File: src/rtl/alu_seq.sv
// -----------------------------------------------------------------------------
// alu_seq
// Registered, handshaked ALU for the multi-cycle CPU datapath. Keeps the lab
// ALU's 4-bit control encoding and zero/cout/overflow flags, and adds logical
// and arithmetic shifts plus an iterative (one step per cycle) unsigned
// shift-add multiplier.
//
// Ports
//   clk          rising-edge clock
//   rst_n        asynchronous, active-low reset
//   in_valid     operands/control valid
//   in_ready     block can accept an operation this cycle
//   src1         operand A
//   src2         operand B (shift amount = src2[SHW-1:0])
//   ALU_control  operation select
//   out_valid    result register holds an unconsumed result
//   out_ready    consumer takes the result this cycle
//   result       registered result
//   zero         registered, result == 0
//   cout         registered carry out of the MSB (ADD/SUB only)
//   overflow     registered signed overflow (ADD/SUB), high-half != 0 (MUL)
// -----------------------------------------------------------------------------
module alu_seq #(
   parameter int WIDTH = 32
) (
   input  logic             clk,
   input  logic             rst_n,
   input  logic             in_valid,
   output logic             in_ready,
   input  logic [WIDTH-1:0] src1,
   input  logic [WIDTH-1:0] src2,
   input  logic [3:0]       ALU_control,
   output logic             out_valid,
   input  logic             out_ready,
   output logic [WIDTH-1:0] result,
   output logic             zero,
   output logic             cout,
   output logic             overflow
);

   localparam int SHW = $clog2(WIDTH);

   localparam logic [3:0] OP_AND  = 4'b0000;
   localparam logic [3:0] OP_OR   = 4'b0001;
   localparam logic [3:0] OP_ADD  = 4'b0010;
   localparam logic [3:0] OP_SLL  = 4'b0011;
   localparam logic [3:0] OP_SRL  = 4'b0100;
   localparam logic [3:0] OP_SRA  = 4'b0101;
   localparam logic [3:0] OP_SUB  = 4'b0110;
   localparam logic [3:0] OP_SLT  = 4'b0111;
   localparam logic [3:0] OP_MUL  = 4'b1000;
   localparam logic [3:0] OP_NOR  = 4'b1100;
   localparam logic [3:0] OP_NAND = 4'b1101;

   typedef enum logic {
      ST_IDLE = 1'b0,
      ST_MUL  = 1'b1
   } state_t;

   // ---------------------------------------------------------------------------
   // State
   // ---------------------------------------------------------------------------
   state_t             state_q;
   logic [SHW-1:0]     cnt_q;
   logic [2*WIDTH-1:0] acc_q;
   logic [2*WIDTH-1:0] mcand_q;   // multiplicand, shifted left one place per step
   logic [WIDTH-1:0]   mplier_q;  // multiplier, shifted right one place per step
   logic [WIDTH-1:0]   result_q;
   logic               zero_q;
   logic               cout_q;
   logic               ovf_q;
   logic               out_valid_q;

   // ---------------------------------------------------------------------------
   // Handshake
   // ---------------------------------------------------------------------------
   logic accept;
   logic consume;
   logic is_mul_op;

   assign in_ready  = rst_n && (state_q == ST_IDLE) && (!out_valid_q || out_ready);
   assign accept    = in_valid && in_ready;
   assign consume   = out_valid_q && out_ready;
   assign is_mul_op = (ALU_control == OP_MUL);

   // ---------------------------------------------------------------------------
   // Single-cycle datapath (operates directly on the inputs at accept time)
   // ---------------------------------------------------------------------------
   logic [WIDTH:0]          add_full;
   logic [WIDTH:0]          sub_full;
   logic                    add_cin_msb;
   logic                    sub_cin_msb;
   logic                    add_ovf;
   logic                    sub_ovf;
   logic [SHW-1:0]          shamt;
   logic signed [WIDTH-1:0] sra_res;
   logic [WIDTH-1:0]        alu_res_d;
   logic                    alu_cout_d;
   logic                    alu_ovf_d;

   assign add_full = {1'b0, src1} + {1'b0, src2};
   assign sub_full = {1'b0, src1} + {1'b0, ~src2} + {{WIDTH{1'b0}}, 1'b1};

   // Carry into the MSB recovered from the MSB sum bit: s = a ^ b ^ cin.
   assign add_cin_msb = add_full[WIDTH-1] ^ src1[WIDTH-1] ^ src2[WIDTH-1];
   assign sub_cin_msb = sub_full[WIDTH-1] ^ src1[WIDTH-1] ^ ~src2[WIDTH-1];
   assign add_ovf     = add_cin_msb ^ add_full[WIDTH];
   assign sub_ovf     = sub_cin_msb ^ sub_full[WIDTH];

   assign shamt   = src2[SHW-1:0];
   assign sra_res = $signed(src1) >>> shamt;

   always_comb begin
      alu_res_d  = '0;
      alu_cout_d = 1'b0;
      alu_ovf_d  = 1'b0;
      case (ALU_control)
         OP_AND:  alu_res_d = src1 & src2;
         OP_OR:   alu_res_d = src1 | src2;
         OP_ADD: begin
            alu_res_d  = add_full[WIDTH-1:0];
            alu_cout_d = add_full[WIDTH];
            alu_ovf_d  = add_ovf;
         end
         OP_SUB: begin
            alu_res_d  = sub_full[WIDTH-1:0];
            alu_cout_d = sub_full[WIDTH];
            alu_ovf_d  = sub_ovf;
         end
         OP_NOR:  alu_res_d = ~(src1 | src2);
         OP_NAND: alu_res_d = ~(src1 & src2);
         // Sign of the difference, corrected when the subtraction overflowed.
         OP_SLT:  alu_res_d = {{(WIDTH-1){1'b0}}, sub_full[WIDTH-1] ^ sub_ovf};
         OP_SLL:  alu_res_d = src1 << shamt;
         OP_SRL:  alu_res_d = src1 >> shamt;
         OP_SRA:  alu_res_d = sra_res;
         default: alu_res_d = '0;
      endcase
   end

   // ---------------------------------------------------------------------------
   // Multiplier step
   // ---------------------------------------------------------------------------
   logic [2*WIDTH-1:0] mul_acc_d;
   logic               mul_last;

   assign mul_acc_d = acc_q + (mplier_q[0] ? mcand_q : {(2*WIDTH){1'b0}});
   assign mul_last  = (cnt_q == SHW'(WIDTH-1));

   // ---------------------------------------------------------------------------
   // Control FSM and output registers
   // ---------------------------------------------------------------------------
   always_ff @(posedge clk or negedge rst_n) begin
      if (!rst_n) begin
         state_q     <= ST_IDLE;
         cnt_q       <= '0;
         acc_q       <= '0;
         mcand_q     <= '0;
         mplier_q    <= '0;
         result_q    <= '0;
         zero_q      <= 1'b0;
         cout_q      <= 1'b0;
         ovf_q       <= 1'b0;
         out_valid_q <= 1'b0;
      end else begin
         case (state_q)
            ST_IDLE: begin
               if (accept && !is_mul_op) begin
                  result_q    <= alu_res_d;
                  zero_q      <= (alu_res_d == '0);
                  cout_q      <= alu_cout_d;
                  ovf_q       <= alu_ovf_d;
                  out_valid_q <= 1'b1;
               end else begin
                  if (accept) begin
                     mcand_q  <= {{WIDTH{1'b0}}, src1};
                     mplier_q <= src2;
                     acc_q    <= '0;
                     cnt_q    <= '0;
                     state_q  <= ST_MUL;
                  end
                  // A MUL can only be accepted once the result register is
                  // free or being drained, so clearing here is always safe.
                  if (consume) begin
                     out_valid_q <= 1'b0;
                  end
               end
            end

            ST_MUL: begin
               acc_q    <= mul_acc_d;
               mcand_q  <= mcand_q << 1;
               mplier_q <= mplier_q >> 1;
               cnt_q    <= cnt_q + SHW'(1);
               if (mul_last) begin
                  result_q    <= mul_acc_d[WIDTH-1:0];
                  zero_q      <= (mul_acc_d[WIDTH-1:0] == '0);
                  cout_q      <= 1'b0;
                  ovf_q       <= (mul_acc_d[2*WIDTH-1:WIDTH] != '0);
                  out_valid_q <= 1'b1;
                  state_q     <= ST_IDLE;
               end else if (consume) begin
                  out_valid_q <= 1'b0;
               end
            end

            default: state_q <= ST_IDLE;
         endcase
      end
   end

   assign out_valid = out_valid_q;
   assign result    = result_q;
   assign zero      = zero_q;
   assign cout      = cout_q;
   assign overflow  = ovf_q;

endmodule

File: config.mk
export PLATFORM = sky130hd
export DESIGN_NAME = alu_seq
export DESIGN_NICKNAME = d
export VERILOG_FILES = /design/src/rtl/alu_seq.sv
export SDC_FILE = /design/constraint.sdc
export NUM_CORES = 1
export LEC_CHECK = 0
export BUFFER_PORTS_ARGS = -buffer_cell sky130_fd_sc_hd__clkbuf_2
export CAP_MARGIN = 20
export CORE_ASPECT_RATIO = 1.2
export CORE_UTILIZATION = 58
export DETAILED_ROUTE_END_ITERATION = 16
export PLACE_DENSITY = 0.87
export SLEW_MARGIN = 20
export SYNTH_ARGS = -nofsm -noshare
export SYNTH_HDL_FRONTEND = slang
export SYNTH_SLANG_ARGS = --single-unit
File: constraint.sdc
create_clock -name clk -period 4.6 [get_ports clk]
set_clock_uncertainty 0.2 [all_clocks]
set_input_delay 0.92 -clock clk [delete_from_list [all_inputs] [get_ports clk]]
set_output_delay 0.92 -clock clk [all_outputs]
set_load 0.005 [all_outputs]
==> metrics.md <==
| Metric | Value |
|---|---|
| P per Cell Area | 667 nW/um2 |
| Synth cell types | 96 |
| Final WL | 98.5 mm |
| Fmax | 206 MHz |
| Die height | 216 um |
| Worst-Margin Slew | 1.33 ns |
| Filler instances | 2616 |
| Peak supply drop | 0.465 mV |
| Failing checks | negative setup slack |
| Die Wd | 180 um |
| Largest net degree at the start of global routing | 180 |
| Main synth FF type | dfrtp_1 |
| Port Buffer Count | 108 |
| 1st-iter DRT viols | 3398 |
| Post-synthesis sequential area ratio | 22.9% |
| Mux share of post-synthesis cell area | 8.80% |
| Worst slew margin | 11.2% |
| Core Rows | 77 |
| Bufs and invs on worst path | 3 |
| Placed Area | 27200 um2 |
| Routability-driven placement congestion ratio | 1.24 |
| Non-Filler Instances | 3908 |
| Initial antenna violation count | 2 |
| FF+latch count, synth | 202 |
| Number of global-route vias before repair | 26.5k |
| WL per Instance | 25.2 um |
| Max Cap Violations | 0 |
| Setup crit end kind | register |
| Synthesized cell area | 22100 um2 |
| Type of origin of the critical path | register |
| YS warnings | 0 |
| Fin. max-slew vios | 0 |
| Gr ovfl total | 0 |
| DIE AREA | 38800 um2 |
| First-pass GRT wire length | 147 mm |
| RSZ-0062 raised after global routing | yes |
| Clk pin slew, worst setup/hold paths | 0.06 ns |
| Root Driver | clkbuf_16 |
| CP Data Required Time | 4.84 ns |
| Initial core utilization | 59.3% |
| Adder and majority cell fraction of the synthesized area | 9.46% |
| CP top delay family | simple AND/OR/NAND/NOR gates |
| CP Data Arrival Time | 5.09 ns |
| Area grow syn2layout | 30.3% |
| Avg Cell Area, Syn | 7.67 um2 |
| Leakage | 13.3 nW |
| Fin crit share | 105% |
| Compound-Gate Fraction of Synth Area | 28.3% |
| Nets | 3650 |
| Synthesized net count | 3113 |
| Endpoints failing hold | 0 |
| ANT nets after route | 0 |
| Critical path class | reg2reg |
| GRT Resource Usage Total | 48.3% |
| Post-synthesis simple-gate area fraction | 21.4% |
| DR pass1 iterations | 7 |
| Crit path top cell by count | buf_4 |
| Share of cells above drive strength 1 | 27.8% |
| Status | complete, but fails checks |
| Clock Latency Late Sink | 0.58 ns |
| Worst setup margin | -0.247 ns |
| Number of synthesized flops with an enable pin | 0 |
| CP max FO | 12 |
| Number of clock sinks | 202 |
| Setup violations, final | 2 |
| Hold buffers post-CTS | 0 |
| Core area | 37200 um2 |
| Worst path slowest cell | or4_1 |
| Via count | 27.2k |
| Num CTS Buffers | 25 |
| Hold Crit Class | in2async |
| CTS H-tree depth | 1 |
| Crit path largest cell delay | 0.60 ns |
| Clk buf depth | 3 |
| Drc violations | 0 |
| Fraction of registers with async set/reset | 100% |
| Post-synthesis instance total | 2876 |
| Cells after DPL | 3852 |
| Boundary pin count | 109 |
| Cell area after layout | 28700 um2 |
| Largest family of logic cells by synthesized area | compound AO/OA/AOI/OAI gates |
| Final HPWL DP | 72.0 mm |
| Xor and xnor area share after synthesis | 2.98% |
| Via density | 6.97 |
| CTS tree | yes |
| CP cell instances | buf_12, and2_1, ha_1, a21oi_1, o211ai_1, a32oi_1, a211oi_2, nor4_1, buf_4, nor4b_4, nor3_2, buf_4, o21ai_1, xor2_1, or4_1, nor4_2, a311oi_1 |
| Final min period | 4.85 ns |
[placed cells by master (no fill, tap or decap), types with 18 or more instances in the layout]
cell type	synthesis	final
nand3_1	63	60
nand2_1	359	357
ha_1	162	161
xnor2_1	51	50
a21oi_1	175	165
and2_1	70	69
a221o_1	19	19
nor4_1	28	21
nor2b_1	27	26
nor2_1	270	267
a211oi_1	36	27
nand2b_1	19	19
dfrtp_1	202	200
buf_4	2	607
mux2i_1	75	74
mux4_2	39	39
a21o_1	53	53
nor3_1	44	40
o21a_1	20	20
o211ai_1	27	27
o22ai_1	117	117
nand4_1	30	30
a221oi_1	27	25
clkbuf_16	0	26
xor2_1	24	23
and3_1	18	18
clkbuf_2	0	106
inv_1	112	110
o21ai_0	232	225
a31oi_1	29	27
[layer usage]
| layer | part of all wire, % | vias up | track usage (%) |
|---|---|---|---|
| li1 | - | 11700 | - |
| met1 | 33 | 12600 | 51.9 |
| met2 | 44 | 2119 | 78.5 |
| met3 | 11 | 787 | 12.6 |
| met4 | 11 | 0 | 43.3 |
| met5 | 0 | - | 0 |
[path summary, 6_finish.rpt]
path / startpoint / end / slack (ns) / cells after the start
min in group clk: acc_q[17] / acc_q[17] / 0.29 / 2
min reg2reg: acc_q[17] / acc_q[17] / 0.29 / 2
max reg2reg: mplier_q[0] / overflow / -0.25 / 17
max in group asynchronous: rst_n / mplier_q[16] / 2.14 / 4
max: mplier_q[0] / overflow / -0.25 / 17
min: rst_n / acc_q[53] / 0.26 / 2
[synth_stat cells (53+ instances only)]
master / count / share of area, %
dfrtp_1: 202 / 23
and2_1: 70 / 2.0
a21oi_1: 175 / 4.0
o21ai_0: 232 / 5.3
o22ai_1: 117 / 3.3
nand3_1: 63 / 1.4
inv_1: 112 / 1.9
nand2_1: 359 / 6.1
a21o_1: 53 / 1.8
mux2i_1: 75 / 3.4
clkbuf_1: 179 / 3.0
nor2_1: 270 / 4.6
ha_1: 162 / 9.2
[metrics by stage]
step	hold WS (ns)	power (W)	utilization (%)	TNS (ns)	setup slack, ns
after floorplan	0.252	0.0101	-	-0.0441	-0.0441
after global placement	0.263	0.0147	73.2	-1.98	-0.620
after detailed placement	0.273	0.0151	73.2	-2.72	-0.655
after CTS	0.268	0.0176	75.9	0	0.00320
after global routing	0.298	0.0201	77.3	-0.565	-0.342
final	0.263	0.0192	77.3	-0.383	-0.247
[where the power goes]
| group | switching, W | total [W] | internal, W |
|---|---|---|---|
| Combinational | 0.00803 | 0.0137 | 0.00563 |
| Clock | 0.000863 | 0.00229 | 0.00143 |
| Sequential | 0.000598 | 0.00321 | 0.00261 |
| Total | 0.00949 | 0.0192 | 0.00967 |
[logic make-up (layout without fill, tap and decap cells)]
group           after synthesis  in the layout
mux                         141            141
flops                       202            202
simple gates               1007           1007
xor+xnor                     75             75
fa+ha+maj                   165            165
compound gates              948            948
buf+inv                     338            894
other cells                   0              2
[cell type report]
class,instances,area (um2),area share (%)
inverter,116,438,1.52
tap,474,593,2.06
multi-input combinational,2336,16300,56.6
clock inverter,16,283,0.984
antenna,2,5.00,0.0174
clock buffer,30,664,2.31
sequential,202,5060,17.6
timing repair buffer,732,5430,18.9
[flip-flops by register name (all words and copies together), names as in the netlist]
name,count
acc_q,64
mcand_q,64
mplier_q,32
result,32
cnt_q,5
cout,1
out_valid,1
overflow,1
state_q,1
zero,1
[timing repair]
action / in CTS / in global routing
gates resized for setup: 15 / 81
cloned: 0 / 2
endpoints found under the setup margin: 2 / 5
buffers inserted: 0 / 8
pin swaps: 3 / 40
No activity file was read; power rests on OpenSTA's default activity.
